===== config.mk =====
export PLATFORM = sky130hd
export DESIGN_NAME = washer_controller
export DESIGN_NICKNAME = d
export VERILOG_FILES = /design/src/rtl/washer_pkg.sv /design/src/rtl/washer_tmr_arm.sv /design/src/rtl/washer_controller.sv
export SDC_FILE = /design/constraint.sdc
export NUM_CORES = 1
export LEC_CHECK = 0
export ABC_AREA = 1
export CAP_MARGIN = 10
export CORE_ASPECT_RATIO = 1.4
export CORE_MARGIN = 8
export CORE_UTILIZATION = 40
export DETAILED_ROUTE_END_ITERATION = 10
export GPL_TIMING_DRIVEN = 0
export RECOVER_POWER = 100
export SYNTH_ARGS = -nofsm -noshare
export SYNTH_HDL_FRONTEND = slang
export SYNTH_HIERARCHICAL = 1
export SYNTH_SLANG_ARGS = --single-unit

===== constraint.sdc =====
create_clock -name clk -period 2.67 [get_ports clk]
set_input_delay 0.534 -clock clk [delete_from_list [all_inputs] [get_ports clk]]
set_output_delay 0.534 -clock clk [all_outputs]
set_load 0.01 [all_outputs]

===== src/rtl/washer_pkg.sv =====
// Shared washer definitions: state codes, load codes, actuator bundle.
// Used by the controller, washerTimer and their benches.
package washer_pkg;

  typedef enum logic [3:0] {
    S_IDLE    = 4'd0,
    S_FILL_W  = 4'd1,
    S_WASH    = 4'd2,
    S_DRAIN_W = 4'd3,
    S_FILL_R  = 4'd4,
    S_RINSE   = 4'd5,
    S_DRAIN_R = 4'd6,
    S_SPIN    = 4'd7,
    S_DONE    = 4'd8,
    S_PAUSE   = 4'd9
  } state_t;

  localparam logic [1:0] LOAD_SMALL = 2'b00;
  localparam logic [1:0] LOAD_MED   = 2'b01;
  localparam logic [1:0] LOAD_LARGE = 2'b10;

  typedef struct packed {
    logic fill_valve;
    logic agitate;
    logic drain_pump;
    logic spin_motor;
    logic door_lock;
    logic done;
  } act_t;

  function automatic logic [1:0] load_of(
    input logic [1:0] sel
  );
    return (sel == 2'b11) ? LOAD_LARGE : sel;
  endfunction

  function automatic logic timed(
    input state_t s
  );
    return (s >= S_FILL_W) && (s <= S_SPIN);
  endfunction

  function automatic act_t decode(
    input state_t s
  );
    act_t a;
    a = '0;
    a.fill_valve = (s == S_FILL_W) ||
                   (s == S_FILL_R);
    a.agitate    = (s == S_WASH) ||
                   (s == S_RINSE);
    a.drain_pump = (s == S_DRAIN_W) ||
                   (s == S_DRAIN_R) ||
                   (s == S_SPIN);
    a.spin_motor = (s == S_SPIN);
    a.door_lock  = (s != S_IDLE) &&
                   (s != S_DONE);
    a.done       = (s == S_DONE);
    return a;
  endfunction

endpackage


===== src/rtl/washer_tmr_arm.sv =====
// Timer restart pulse generator with stale-flag guard.
// 'armed' rises ARM_CYC cycles after tmr_rst falls.
module washer_tmr_arm #(
  parameter int ARM_CYC = 2
) (
  input  logic clk,
  input  logic R,
  input  logic enter,
  output logic tmr_rst,
  output logic armed
);

  localparam int W =
    (ARM_CYC < 1) ? 1 : $clog2(ARM_CYC + 1);
  localparam logic [W-1:0] LAST = W'(ARM_CYC);

  logic [W-1:0] cnt_q;

  always_ff @(posedge clk or posedge R) begin
    if (R) begin
      tmr_rst <= 1'b1;
      cnt_q   <= '0;
    end else if (enter) begin
      tmr_rst <= 1'b1;
      cnt_q   <= '0;
    end else begin
      tmr_rst <= 1'b0;
      // count only once the restart pulse is over
      if (!tmr_rst && (cnt_q != LAST))
        cnt_q <= cnt_q + W'(1);
    end
  end

  assign armed = !tmr_rst && (cnt_q == LAST);

endmodule


===== src/rtl/washer_controller.sv =====
// Wash-cycle sequencing FSM; consumer of washerTimer done flags.
// Outputs are registered from the next state (Moore).
module washer_controller
  import washer_pkg::*;
#(
  parameter int NUM_RINSE = 1,
  parameter int ARM_CYC   = 2
) (
  input  logic       clk,
  input  logic       R,
  input  logic       start,
  input  logic       lid_closed,
  input  logic [1:0] cycle_sel,
  input  logic       Tf,
  input  logic       Tw,
  input  logic       Td,
  input  logic       Tr,
  input  logic       Ts,
  output logic       tmr_rst,
  output logic [1:0] tmr_load,
  output logic       fill_valve,
  output logic       agitate,
  output logic       drain_pump,
  output logic       spin_motor,
  output logic       door_lock,
  output logic       done,
  output logic [3:0] state_o
);

  state_t     state_q, state_d;
  state_t     resume_q, resume_d;
  logic [1:0] rinse_q, rinse_d;
  logic [1:0] load_q, load_d;
  act_t       act_q;
  logic       armed;
  logic       restart;
  logic       last_rinse;

  assign last_rinse =
    ({1'b0, rinse_q} + 3'd1) >= 3'(NUM_RINSE);

  always_comb begin
    state_d  = state_q;
    resume_d = resume_q;
    rinse_d  = rinse_q;
    load_d   = load_q;
    unique case (state_q)
      S_IDLE: begin
        if (start && lid_closed) begin
          state_d = S_FILL_W;
          load_d  = load_of(cycle_sel);
          rinse_d = '0;
        end
      end
      S_DONE: begin
        if (!start)
          state_d = S_IDLE;
      end
      S_PAUSE: begin
        if (lid_closed)
          state_d = resume_q;
      end
      default: begin
        // lid open beats any timer flag
        if (!lid_closed) begin
          state_d  = S_PAUSE;
          resume_d = state_q;
        end else if (armed) begin
          case (state_q)
            S_FILL_W:
              if (Tf) state_d = S_WASH;
            S_WASH:
              if (Tw) state_d = S_DRAIN_W;
            S_DRAIN_W:
              if (Td) state_d = S_FILL_R;
            S_FILL_R:
              if (Tf) state_d = S_RINSE;
            S_RINSE:
              if (Tr) state_d = S_DRAIN_R;
            S_DRAIN_R:
              if (Td) begin
                rinse_d = rinse_q + 2'd1;
                state_d = last_rinse ?
                          S_SPIN : S_FILL_R;
              end
            S_SPIN:
              if (Ts) state_d = S_DONE;
            default: ;
          endcase
        end
      end
    endcase
  end

  // hold restart in idle/done/pause, pulse on each timed entry
  assign restart = !timed(state_d) ||
                   (state_d != state_q);

  washer_tmr_arm #(
    .ARM_CYC (ARM_CYC)
  ) u_arm (
    .clk     (clk),
    .R       (R),
    .enter   (restart),
    .tmr_rst (tmr_rst),
    .armed   (armed)
  );

  always_ff @(posedge clk or posedge R) begin
    if (R) begin
      state_q  <= S_IDLE;
      resume_q <= S_IDLE;
      rinse_q  <= '0;
      load_q   <= LOAD_SMALL;
      act_q    <= '0;
    end else begin
      state_q  <= state_d;
      resume_q <= resume_d;
      rinse_q  <= rinse_d;
      load_q   <= load_d;
      act_q    <= decode(state_d);
    end
  end

  assign tmr_load   = load_q;
  assign fill_valve = act_q.fill_valve;
  assign agitate    = act_q.agitate;
  assign drain_pump = act_q.drain_pump;
  assign spin_motor = act_q.spin_motor;
  assign door_lock  = act_q.door_lock;
  assign done       = act_q.done;
  assign state_o    = state_q;

endmodule


# ---- Word-level counts from Yosys, hierarchy flattened
# Index checks and enable logic that the tools add are counted.
dict set report word_totals {
  regBits 21
  out_inout_bits 13
  word_cells 90
}
dict set report classes {
  eq_ne 23
  addsub 3
  n_reduce_logical 23
  n_lt_le_gt_ge 3
  muxes 25
  bitwise_logic 1
}
# cell count
set ops {}
lappend ops {{4-bit 2-to-1 mux} 12}
lappend ops {{4-bit by 3-bit equality test with 1-bit output, second input constant} 8}
lappend ops {{4-bit one-hot mux with 7 select lines} 1}
lappend ops {{2-bit 2-to-1 mux} 9}
lappend ops {{4-bit by 2-bit equality test with 1-bit output, second input constant} 4}
lappend ops {{4-bit equality test, second input constant} 3}
lappend ops {{4-bit one-hot mux with 3 select lines} 1}
lappend ops {{2-bit nonzero test} 5}
lappend ops {{4-bit by 1-bit equality test with 1-bit output, second input constant} 2}
lappend ops {{6-bit AND reduction} 1}
lappend ops {{1-bit logical AND} 5}
lappend ops {{1-bit logical OR} 5}
lappend ops {{2-bit by 1-bit adder with 2-bit output, second input constant} 2}
lappend ops {{2-bit equality test, second input constant} 2}
lappend ops {{4-bit by 1-bit greater-or-equal comparator with 1-bit output, second input constant} 1}
lappend ops {{4-bit by 3-bit <= comparator with 1-bit output, second input constant} 1}
lappend ops {{4-bit zero test} 1}
lappend ops {{2-bit inequality test, second input constant} 2}
lappend ops {{4-bit inequality test} 1}
lappend ops {{4-bit inequality test, second input constant} 1}
lappend ops {{2-bit one-hot mux with 2 select lines} 1}
lappend ops {{4-bit nonzero test} 1}
lappend ops {{2-bit by 1-bit adder with 3-bit output, second input constant} 1}
lappend ops {{3-bit by 1-bit greater-or-equal comparator with 1-bit output, second input constant} 1}
lappend ops {{other kinds (6)} 7}

# ---- Depth between registers and ports, before layout
# Gate-level depths: netlist of run 1.
dict set report depth {
  depth_word 13
  ltp_mapped 18
}

# ---- Hierarchy
# Netlist of run 1, hierarchy kept.
# mod area_per_inst_um2 instances cells_per_inst
set modules_own_cells {}
lappend modules_own_cells {washer_controller 1004.7 1 146}
lappend modules_own_cells {washer_tmr_arm 150.1 1 19}

# ---- Least setup slack after synthesis of run 1
# No wires, ideal clock.
dict set report synth_path {
  path_kind {register -> register}
  start {reg u_arm.cnt_q[0]}
  end {reg u_arm.cnt_q[0]}
  path_buffers 0
  required_time_ps 2605
  path_stages_with_launch 19
  t_arrival_ps 1844
  setup_ps 65
  slack_ps 761
  cell_sequence {dfrtp_1 > inv_1 > ha_1 > inv_1 > nor2_1 > nand2_1 > a21oi_2 > nand3_1 > nor2_1 > nor2_1 > nor2_4 > nand2_1 > nand2_1 > nand2_1 > inv_1 > nand2_1 > inv_1 > nand3_1 > nand2_1}
}
dict set report synth_via {
  elab_chain_len 10
  elab_cells_between_ends 17
  classes_between {add/sub: 1; order compare: 2; eq/ne: 3; mux: 5; reduce/logical: 6}
}
# item line
set synth_lines {}
lappend synth_lines {{from (decl)} washer_tmr_arm.sv:17} ;# logic [W-1:0] cnt_q;
lappend synth_lines {{from (signal assigned)} washer_tmr_arm.sv:30} ;# cnt_q <= cnt_q + W'(1);
lappend synth_lines {{2-bit equality test (*)} washer_tmr_arm.sv:34} ;# assign armed = !tmr_rst && (cnt_q == LAST);
lappend synth_lines {{1-bit logical AND (*)} washer_tmr_arm.sv:34}
lappend synth_lines {{via armed} washer_controller.sv:35} ;# logic armed;
lappend synth_lines {{4-bit 2-to-1 mux (*)} washer_controller.sv:68} ;# end else if (armed) begin
lappend synth_lines {{4-bit 2-to-1 mux (*)} washer_controller.sv:65} ;# if (!lid_closed) begin
lappend synth_lines {{4-bit one-hot mux with 3 select lines (*)} washer_controller.sv:47} ;# unique case (state_q)
lappend synth_lines {{4-bit by 1-bit greater-or-equal comparator with 1-bit output / 4-bit by 3-bit <= comparator with 1-bit output (equally long branches)} washer_pkg.sv:40} ;# return (s >= S_FILL_W) && (s <= S_SPIN);
lappend synth_lines {{1-bit logical AND} washer_pkg.sv:40}
lappend synth_lines {{1-bit zero test} washer_controller.sv:96} ;# assign restart = !timed(state_d) ||
lappend synth_lines {{1-bit logical OR (*)} washer_controller.sv:96}
lappend synth_lines {{via restart} washer_controller.sv:36} ;# logic restart;
lappend synth_lines {{2-bit 2-to-1 mux / 2-bit nonzero test (equally long branches)} -}
# The timed path passes the listed nets; every way through them passes the cells marked *. The select of a mux whose other input is x is not followed.
# A chain may end at the register's enable or synchronous reset.

# ---- Final worst setup path of run 1
dict set report layout_path {
  start {in lid_closed}
  end {reg u_arm.cnt_q[0]}
}
dict set report layout_via {
  elab_chain_len 8
  elab_cells_between_ends 13
  classes_between {order compare: 2; eq/ne: 1; mux: 5; reduce/logical: 5}
}
# item line
set layout_lines {}
lappend layout_lines {{from (decl)} washer_controller.sv:12} ;# input logic lid_closed,
lappend layout_lines {{1-bit logical AND} washer_controller.sv:49} ;# if (start && lid_closed) begin
lappend layout_lines {{4-bit 2-to-1 mux} washer_controller.sv:49}
lappend layout_lines {{4-bit one-hot mux with 3 select lines (*)} washer_controller.sv:47}
lappend layout_lines {{via state_d[3]} washer_controller.sv:30} ;# state_t state_q, state_d;
lappend layout_lines {{4-bit by 1-bit greater-or-equal comparator with 1-bit output / 4-bit by 3-bit <= comparator with 1-bit output (equally long branches)} washer_pkg.sv:40}
lappend layout_lines {{1-bit logical AND} washer_pkg.sv:40}
lappend layout_lines {{1-bit zero test} washer_controller.sv:96}
lappend layout_lines {{1-bit logical OR (*)} washer_controller.sv:96}
lappend layout_lines {{via restart} washer_controller.sv:36}
lappend layout_lines {{2-bit 2-to-1 mux / 2-bit nonzero test (equally long branches)} -}
# The timed path passes the listed nets; every way through them passes the cells marked *.

==> impl_metrics.toml, run 1 <==
[status]
outcome = "completed"

[global_route]
grt_pass1_wl_mm = 4.87
overflow = 0
grt_usage = 0.129
grt_pass1_vias = 1122
grt_max_degree = 17
antenna_found_initial = 0

[final_layout]
diodes = 0
layout-drive-gt1-share = 0.0990
nets = 205
syn2layout_area_growth_pct = 26.5

[clocking]
clk_pin_slew_ns = 0.07
post_cts_buffers = 0
cts_tree = "done"
cts_hold_buf = 0
h-tree-depth = 1
clock_tree.buffer_depth = 2
insertion_delay_ns = 0.25
cts_sinks = 19
post_cts_resize_count = 0
cts_root_buf = "clkbuf_8"
numCtsBuffers = 3

[placement]
port_buffers = 23
dpl.hpwl_mm = 2.31
gp_congestion = 0.885

[yosys]
synth_top_family_by_area = "simple AND/OR/NAND/NOR gates"
synth_nets = 177
synth_mux_area_frac = 0
ys_ff_latch = 19
synthCells = 165
synth-xor-area-share = 0
postSynthAreaPerCell_um2 = 7.00
synth_compound_area_frac = 0.0661
synthSimpleGateAreaFrac = 0.432
yosysUniqueCellTypes = 21
yosysSeqAreaShare = 0.413
synth_area_um2 = 1150
yosys.area_share.adder = 0.0108
yosysWarnings = 6

[floorplan]
core_area_um2 = 2820
dieArea_um2 = 4890
ios = 24
rows = 23
die_h_um = 79.6
initial_core_util = 0.409
die_w_um = 61.4

[drt]
drc_errors = 0
drt_iter0_drc = 32
first_pass_iters = 4
wl_per_cell_um = 12.5
wl_mm = 2.86
ant_nets = 0
via_per_inst = 4.78
routed-via-count = 1094

[sta]
hold_viol = 0
final_max_slew_viol_count = 0
max_freq_mhz = 417
setup_viol = 0
period_minus_slack_ns = 2.40
rsz0062_at_grt = "no"
fin_crit_sh = 0.899
maxSlewHeadroom = 0.607
fin_tns_setup_ns = 0
worstMarginPinSlew_ns = 0.588
skew_ns = 0.00302

[pwr]
p_leak_uw = 0.000781
worst_ir_drop_vdd_v = 0.000638
power_density_nw_per_um2 = 1040
power.total_uw = 1510

[critical_path]
cp_max_fo = 9
end_kind = "register"
start_kind = "input pin"
slowest_delay_ns = 0.54
cpMostUsedCell = "nand2_1"
critical_path_class = "input pin to register"
cp_cell_sequence = "dlygate4sd3_1 -> clkbuf_1 -> o21ai_0 -> a21oi_1 -> nand2_1 -> nor2_1 -> nand3_1 -> nand2_1 -> inv_1 -> nand2_1 -> inv_1 -> nand3_1 -> nand2_1"
crit_path_top_delay_cell = "dlygate4sd3_1"
required_ns = 2.82
cp.arrival_ns = 2.55

[run]
cap_violations = 0

[worst_hold_path]
hold_class = "register to register"
synth_stat cells:
| cell | n | area (µm²) |
|---|---|---|
| dfrtp_1 | 18 | 450 |
| dfstp_2 | 1 | 26.3 |
| nand3_1 | 22 | 110 |
| inv_1 | 19 | 71.3 |
| a21oi_2 | 1 | 8.76 |
| o21bai_2 | 1 | 11.3 |
| ha_1 | 1 | 12.5 |
| o21ai_0 | 5 | 25.0 |
| nor2_2 | 5 | 31.3 |
| inv_2 | 4 | 15.0 |
| nor2_1 | 19 | 71.3 |
| a21oi_1 | 2 | 10.0 |
| o21ai_1 | 1 | 5.00 |
| nor2_4 | 3 | 33.8 |
| nand4_1 | 2 | 12.5 |
| nand2_2 | 3 | 18.8 |
| a22o_1 | 1 | 8.76 |
| clkbuf_1 | 1 | 3.75 |
| a211oi_1 | 1 | 7.51 |
| nand2_4 | 2 | 22.5 |
| nand2_1 | 53 | 199 |
flip-flops by register name, indices dropped and copies added (netlist names):
register,flops
agitate,1
done,1
door_lock,1
drain_pump,1
fill_valve,1
resume_q,4
spin_motor,1
state_o,4
tmr_load,2
u_arm/cnt_q,2
u_arm/tmr_rst,1
critical path, delay by kind of cell:
kind	cells	cell delay, ns
and+or+nand+nor	7	0.68
buffers and inverters	4	0.98
AOI/OAI and AO/OA	2	0.33
cell usage in the layout, fill, tap and decap left out:
cell type / n
a211oi_1: 1
a21oi_1: 2
a21oi_2: 1
a22o_1: 1
clkbuf_1: 1
clkbuf_8: 3
clkdlybuf4s50_1: 8
clkinv_2: 1
dfrtp_1: 18
dfstp_2: 1
dlygate4sd3_1: 15
ha_1: 1
inv_1: 20
inv_2: 3
nand2_1: 54
nand2_2: 2
nand2_4: 2
nand3_1: 22
nand4_1: 2
nor2_1: 21
nor2_2: 4
nor2_4: 2
o21ai_0: 5
o21ai_1: 1
o21bai_1: 1
metrics by stage:
stage / hold slack (ns) / setup slack (ns) / std cells / instance area (µm²) / util
6_report: 0.485 / 0.270 / 229 / 1460 / 0.518
5_1_grt: 0.520 / 0.0812 / 229 / 1460 / 0.518
4_1_cts: 0.471 / 0.386 / 229 / 1480 / 0.524
3_5_place_dp: 0.470 / 0.119 / 225 / 1430 / 0.508
3_3_place_gp: 0.464 / 0.162 / 225 / 1430 / 0.508
2_1_floorplan: 0.287 / 0.761 / 165 / 1150 / -
kinds of logic (layout without fill, tap and decap cells):
logic type / Yosys count / after routing
fa+ha+maj: 1 / 1
simple gates: 109 / 109
flops: 19 / 19
compound gates: 12 / 12
buf+inv: 24 / 51
worst paths after layout:
kind | startpoint | endpoint | slack (ns) | depth (start not counted)
max in group asynchronous | R | resume_q[3] | 1.48 | 2
hold / removal | resume_q[0] | resume_q[0] | 0.49 | 2
setup reg to reg | u_arm/cnt_q[0] | u_arm/cnt_q[0] | 0.34 | 16
hold reg to reg | resume_q[0] | resume_q[0] | 0.49 | 2
setup / recovery | lid_closed | u_arm/cnt_q[0] | 0.27 | 13
min in group asynchronous | R | u_arm/cnt_q[1] | 0.60 | 2
layout make-up:
class                      instances  area (µm²)
inverter                          23        86.3
timing repair buffer              23         230
clock inverter                     1        5.00
sequential                        19         477
fill                             305        1360
multi-input combinational        122         572
buffer                             1        3.75
tap                               37        46.3
clock buffer                       3        41.3
per-layer routing:
layer / vias to the layer above / global-route usage / part of all wire
met1: 500 / 0.143 / 0.44
met4: 0 / 0.0572 / 0.020
li1: 568 / - / -
met2: 20 / 0.218 / 0.50
met3: 6 / 0.0371 / 0.043
met5: - / 0 / 0
where the power goes:
part / internal (µW) / switching (µW)
Clock: 104 / 93.9
Combinational: 300 / 542
Sequential: 391 / 82.5
Power figures use the tool's default switching activity.
==> run 2: changes to the inputs <==
CAP_MARGIN = 25   (was 10)
GPL_TIMING_DRIVEN = unset   (was 0)
REMOVE_ABC_BUFFERS = 1   (was unset)
==> impl_metrics.toml, run 2 (same netlist as run 1, synthesis figures left out) <==
[status]
outcome = "completed"

[sta]
final_max_slew_viol_count = 0
skew_ns = 0.00700
maxSlewHeadroom = 0.597
hold_viol = 0
setup_viol = 0
max_freq_mhz = 436
fin_crit_sh = 0.860
worstMarginPinSlew_ns = 0.605
rsz0062_at_grt = "no"
fin_tns_setup_ns = 0
period_minus_slack_ns = 2.30

[drt]
wl_mm = 2.84
wl_per_cell_um = 12.4
first_pass_iters = 4
ant_nets = 0
routed-via-count = 1110
via_per_inst = 4.85
drt_iter0_drc = 36
drc_errors = 0

[placement]
dpl.hpwl_mm = 2.30
gp_congestion = 0.845
port_buffers = 23
placed_cells = 225

[pwr]
p_int_uw = 789
p_seq_frac = 0.315
p_comb_frac = 0.552
switching_share = 0.473
p_switching_uw = 708
p_leak_uw = 0.000781
worst_ir_drop_vdd_v = 0.000452
p_clk_frac = 0.133
power_density_nw_per_um2 = 1030

[floorplan]
die_h_um = 79.6
core_area_um2 = 2820
initial_core_util = 0.409
rows = 23
die_w_um = 61.4
ios = 24
dieArea_um2 = 4890

[clocking]
cts_hold_buf = 0
insertion_delay_ns = 0.26
numCtsBuffers = 3
post_cts_buffers = 0
cts_tree = "done"
cts_sinks = 19
post_cts_resize_count = 0
h-tree-depth = 1
clk_pin_slew_ns = 0.07
cts_root_buf = "clkbuf_8"
clock_tree.buffer_depth = 2

[global_route]
grt_pass1_vias = 1081
overflow = 0
antenna_found_initial = 0
grt_max_degree = 17
grt_usage = 0.129
grt_pass1_wl_mm = 4.78

[run]
cap_violations = 0

[critical_path]
required_ns = 2.87
cp_max_fo = 9
cp.arrival_ns = 2.50
critical_path_class = "register to register"
end_kind = "register"
start_kind = "register"

[final_layout]
syn2layout_area_growth_pct = 26.2
nFillCells = 314
nets = 205
layout-drive-gt1-share = 0.0990
fin_cells = 229
final_cell_mix = "nand2_1, nand3_1, nor2_1, inv_1, dfrtp_1"
final_common_cell = "nand2_1"
diodes = 0

[worst_hold_path]
hold_class = "register to register"
run 2: cell types whose count changed in the layout (fill, tap and decap cells not counted):
cell	delta
o21ai_0	+1
nand2_1	+1
o21ai_1	-1
dlygate4sd3_1	-1
clkdlybuf4s50_1	+1
clkbuf_1	-1
buf_4	+1
nand2_4	-1
run 2: final cells by class:
cell class,instances,area (µm²),area share
Clock buffer,3,41.3,0.0283
Clock inverter,1,5.00,0.00343
Inverter,23,86.3,0.0592
Multi-Input combinational cell,122,564,0.387
Sequential cell,19,477,0.327
Tap cell,37,46.3,0.0318
Timing Repair Buffer,24,238,0.163
run 2: final timing paths:
path                                   to        start  slack [ns]  cells past startpoint
min in group asynchronous  u_arm/cnt_q[0]            R        0.59                      2
hold / removal                resume_q[2]  resume_q[2]        0.48                      2
hold reg to reg               resume_q[2]  resume_q[2]        0.48                      2
setup / recovery           u_arm/cnt_q[0]   state_o[2]        0.37                     13
max in group asynchronous     resume_q[3]            R        1.47                      2
setup reg to reg           u_arm/cnt_q[0]   state_o[2]        0.37                     13
run 2: critical path, stage by stage, from the launching register on:
cell	delay, ns
dfrtp_1	0.46
nor2_1	0.49
nand2_4	0.08
nand2_1	0.26
inv_2	0.09
nand2_1	0.07
nand2_1	0.10
inv_1	0.13
nand3_1	0.09
nor2_1	0.12
nand2_1	0.08
inv_1	0.11
nand3_1	0.09
nand2_1	0.07
run 2: power groups by stage:
stage                     Clock, µW  Sequential (µW)  Combinational (µW)
final                           200              472                 826
after global routing            225              485                 935
after CTS                       208              476                 914
after detailed placement          0              481                 912
after global placement            0              477                 906
after floorplan                   0              498                 593
run 2: layer usage:
metal | wire (µm) | up-vias | track usage
li1 | - | 575 | -
met1 | 1220 | 505 | 0.145
met2 | 1400 | 25 | 0.216
met3 | 159 | 5 | 0.0339
met4 | 57 | 0 | 0.0618
met5 | 0 | - | 0
run 2: per-stage QoR:
stage	instance area, µm²	worst slack (ns)	util	hold WS (ns)	power, µW
3_3_place_gp	1440	0.364	0.509	0.464	1380
3_5_place_dp	1440	0.298	0.509	0.465	1390
6_report	1460	0.375	0.517	0.484	1500
4_1_cts	1480	0.433	0.525	0.457	1600
5_1_grt	1460	0.0831	0.517	0.516	1650
2_1_floorplan	1150	0.761	-	0.287	1090
==> run 3: changes to the inputs <==
--- a/config.mk
+++ b/config.mk
@@ -8,3 +8,3 @@
 export ABC_AREA = 1
-export CAP_MARGIN = 25
+export CAP_MARGIN = 10
 export CORE_ASPECT_RATIO = 1.4
==> constraint.sdc (replaced) <==
create_clock -name clk -period 2.6 [get_ports clk]
set_input_delay 0.52 -clock clk [delete_from_list [all_inputs] [get_ports clk]]
set_output_delay 0.52 -clock clk [all_outputs]
set_load 0.05 [all_outputs]
==> impl_metrics.toml, run 3 (same netlist as run 1, synthesis figures left out) <==
[critical_path]
rr_worst_depth = 16
cp_max_fo = 5
end_kind = "register"
required_ns = 2.80
critical_path_class = "register to register"
r2r-start = "u_arm/cnt_q[0]"
r2r-end = "u_arm/cnt_q[0]"
cp.arrival_ns = 2.45
rrSetupSlack_ns = 0.35
start_kind = "register"

[sta]
final_max_slew_viol_count = 0
maxSlewHeadroom = 0.595
period_minus_slack_ns = 2.25
setup_viol = 0
hold_viol = 0
finalWorstSetupSlack_ns = 0.354
max_freq_mhz = 445
rsz0062_at_grt = "no"
skew_ns = 0.00714
fin_crit_sh = 0.864
fin_tns_setup_ns = 0
worstMarginPinSlew_ns = 0.606

[global_route]
grtUsageMet2 = 0.216
grtUsageMet1 = 0.145
grtUsageMet3 = 0.0339
grt_usage = 0.129
antenna_found_initial = 0
busiest_layer = "met2"
grt_pass1_vias = 1081
overflow = 0
grt_pass1_wl_mm = 4.78
grt_max_degree = 17

[run]
cap_violations = 0

[final_layout]
multi_input_area_um2 = 577
syn2layout_area_growth_pct = 27.3
nets = 205
final_cell_mix = "nand2_1, nand3_1, inv_1, nor2_1, dfrtp_1"
diodes = 0
nFillCells = 310
regArea_um2 = 477
final_common_cell = "nand2_1"
layout-drive-gt1-share = 0.0990

[placement]
dpl.hpwl_mm = 2.30
dp_slack_ns = 0.242
gp_congestion = 0.845
port_buffers = 23

[drt]
wl_mm = 2.85
via_per_inst = 4.87
wl_per_cell_um = 12.4
ant_nets = 0
drc_errors = 0
routed-via-count = 1116
first_pass_iters = 4
drt_iter0_drc = 38

[floorplan]
initial_core_util = 0.409
ios = 24
rows = 23
die_w_um = 61.4
dieArea_um2 = 4890
die_h_um = 79.6
core_area_um2 = 2820

[worst_hold_path]
whs_path_depth = 2
hold_class = "register to register"
min-delay-start = "resume_q[2]"
min_to = "resume_q[2]"

[clocking]
cts_root_buf = "clkbuf_8"
cts_sinks = 19
post_cts_resize_count = 0
clock_tree.buffer_depth = 2
clk_pin_slew_ns = 0.07
numCtsBuffers = 3
post_cts_buffers = 0
cts_hold_buf = 0
cts_tree = "done"
insertion_delay_ns = 0.26
h-tree-depth = 1

[pwr]
worst_ir_drop_vdd_v = 0.000564
p_leak_uw = 0.000787
power_density_nw_per_um2 = 1200

[status]
outcome = "completed"
run 3: cell counts in the layout (fill, tap and decap cells not counted):
Identical to the previous run, type by type.
run 3: critical path, cell delays in order (launching register included):
cell and delay, ns:
dfrtp_1 0.38, inv_1 0.08, ha_1 0.16, inv_1 0.05, nor2_1 0.16, nand2_1 0.14
a21oi_2 0.19, o21ai_0 0.13, o21bai_1 0.32, nand2_1 0.08, nand2_1 0.07, nand2_1 0.05
inv_1 0.04, nand2_1 0.06, inv_1 0.11, nand3_1 0.09, nand2_1 0.07
run 3: cell type report:
cell class / count / share of cell area
clock buffer: 3 / 0.0281
clock inverter: 1 / 0.00340
inverter: 23 / 0.0587
multi-input combinational: 122 / 0.392
sequential: 19 / 0.324
tap: 37 / 0.0315
timing repair buffer: 24 / 0.162
run 3: routing by layer:
metal	vias up	wire length, µm
met5	-	0
met4	0	52
met3	4	170
li1	575	-
met2	27	1420
met1	510	1210
run 3: worst max path at each step:
stage	slack [ns]	end	startpoint
2_1_floorplan	0.53	u_arm/cnt_q[0]	state_o[0]
3_3_place_gp	0.31	u_arm/cnt_q[0]	lid_closed
3_5_place_dp	0.24	u_arm/cnt_q[0]	lid_closed
4_1_cts	0.36	u_arm/cnt_q[0]	u_arm/cnt_q[0]
5_1_grt	0.06	u_arm/cnt_q[0]	u_arm/cnt_q[0]
6_report	0.35	u_arm/cnt_q[0]	u_arm/cnt_q[0]
run 3: report_power, final:
group	total (µW)	switching [µW]	internal, µW
Sequential	483	81.5	402
Combinational	1080	769	314
Clock	204	97.6	107
Total	1770	948	822
run 3: through the flow:
stage          power, µW  area (µm²)  std cells  utilization  hold slack [ns]
3_3_place_gp        1630        1440        225        0.509            0.464
5_1_grt             1920        1470        229        0.521            0.516
4_1_cts             1850        1480        229        0.525            0.443
3_5_place_dp        1640        1440        225        0.509            0.465
2_1_floorplan       1320        1150        164            -            0.273
6_report            1770        1470        229        0.521            0.484
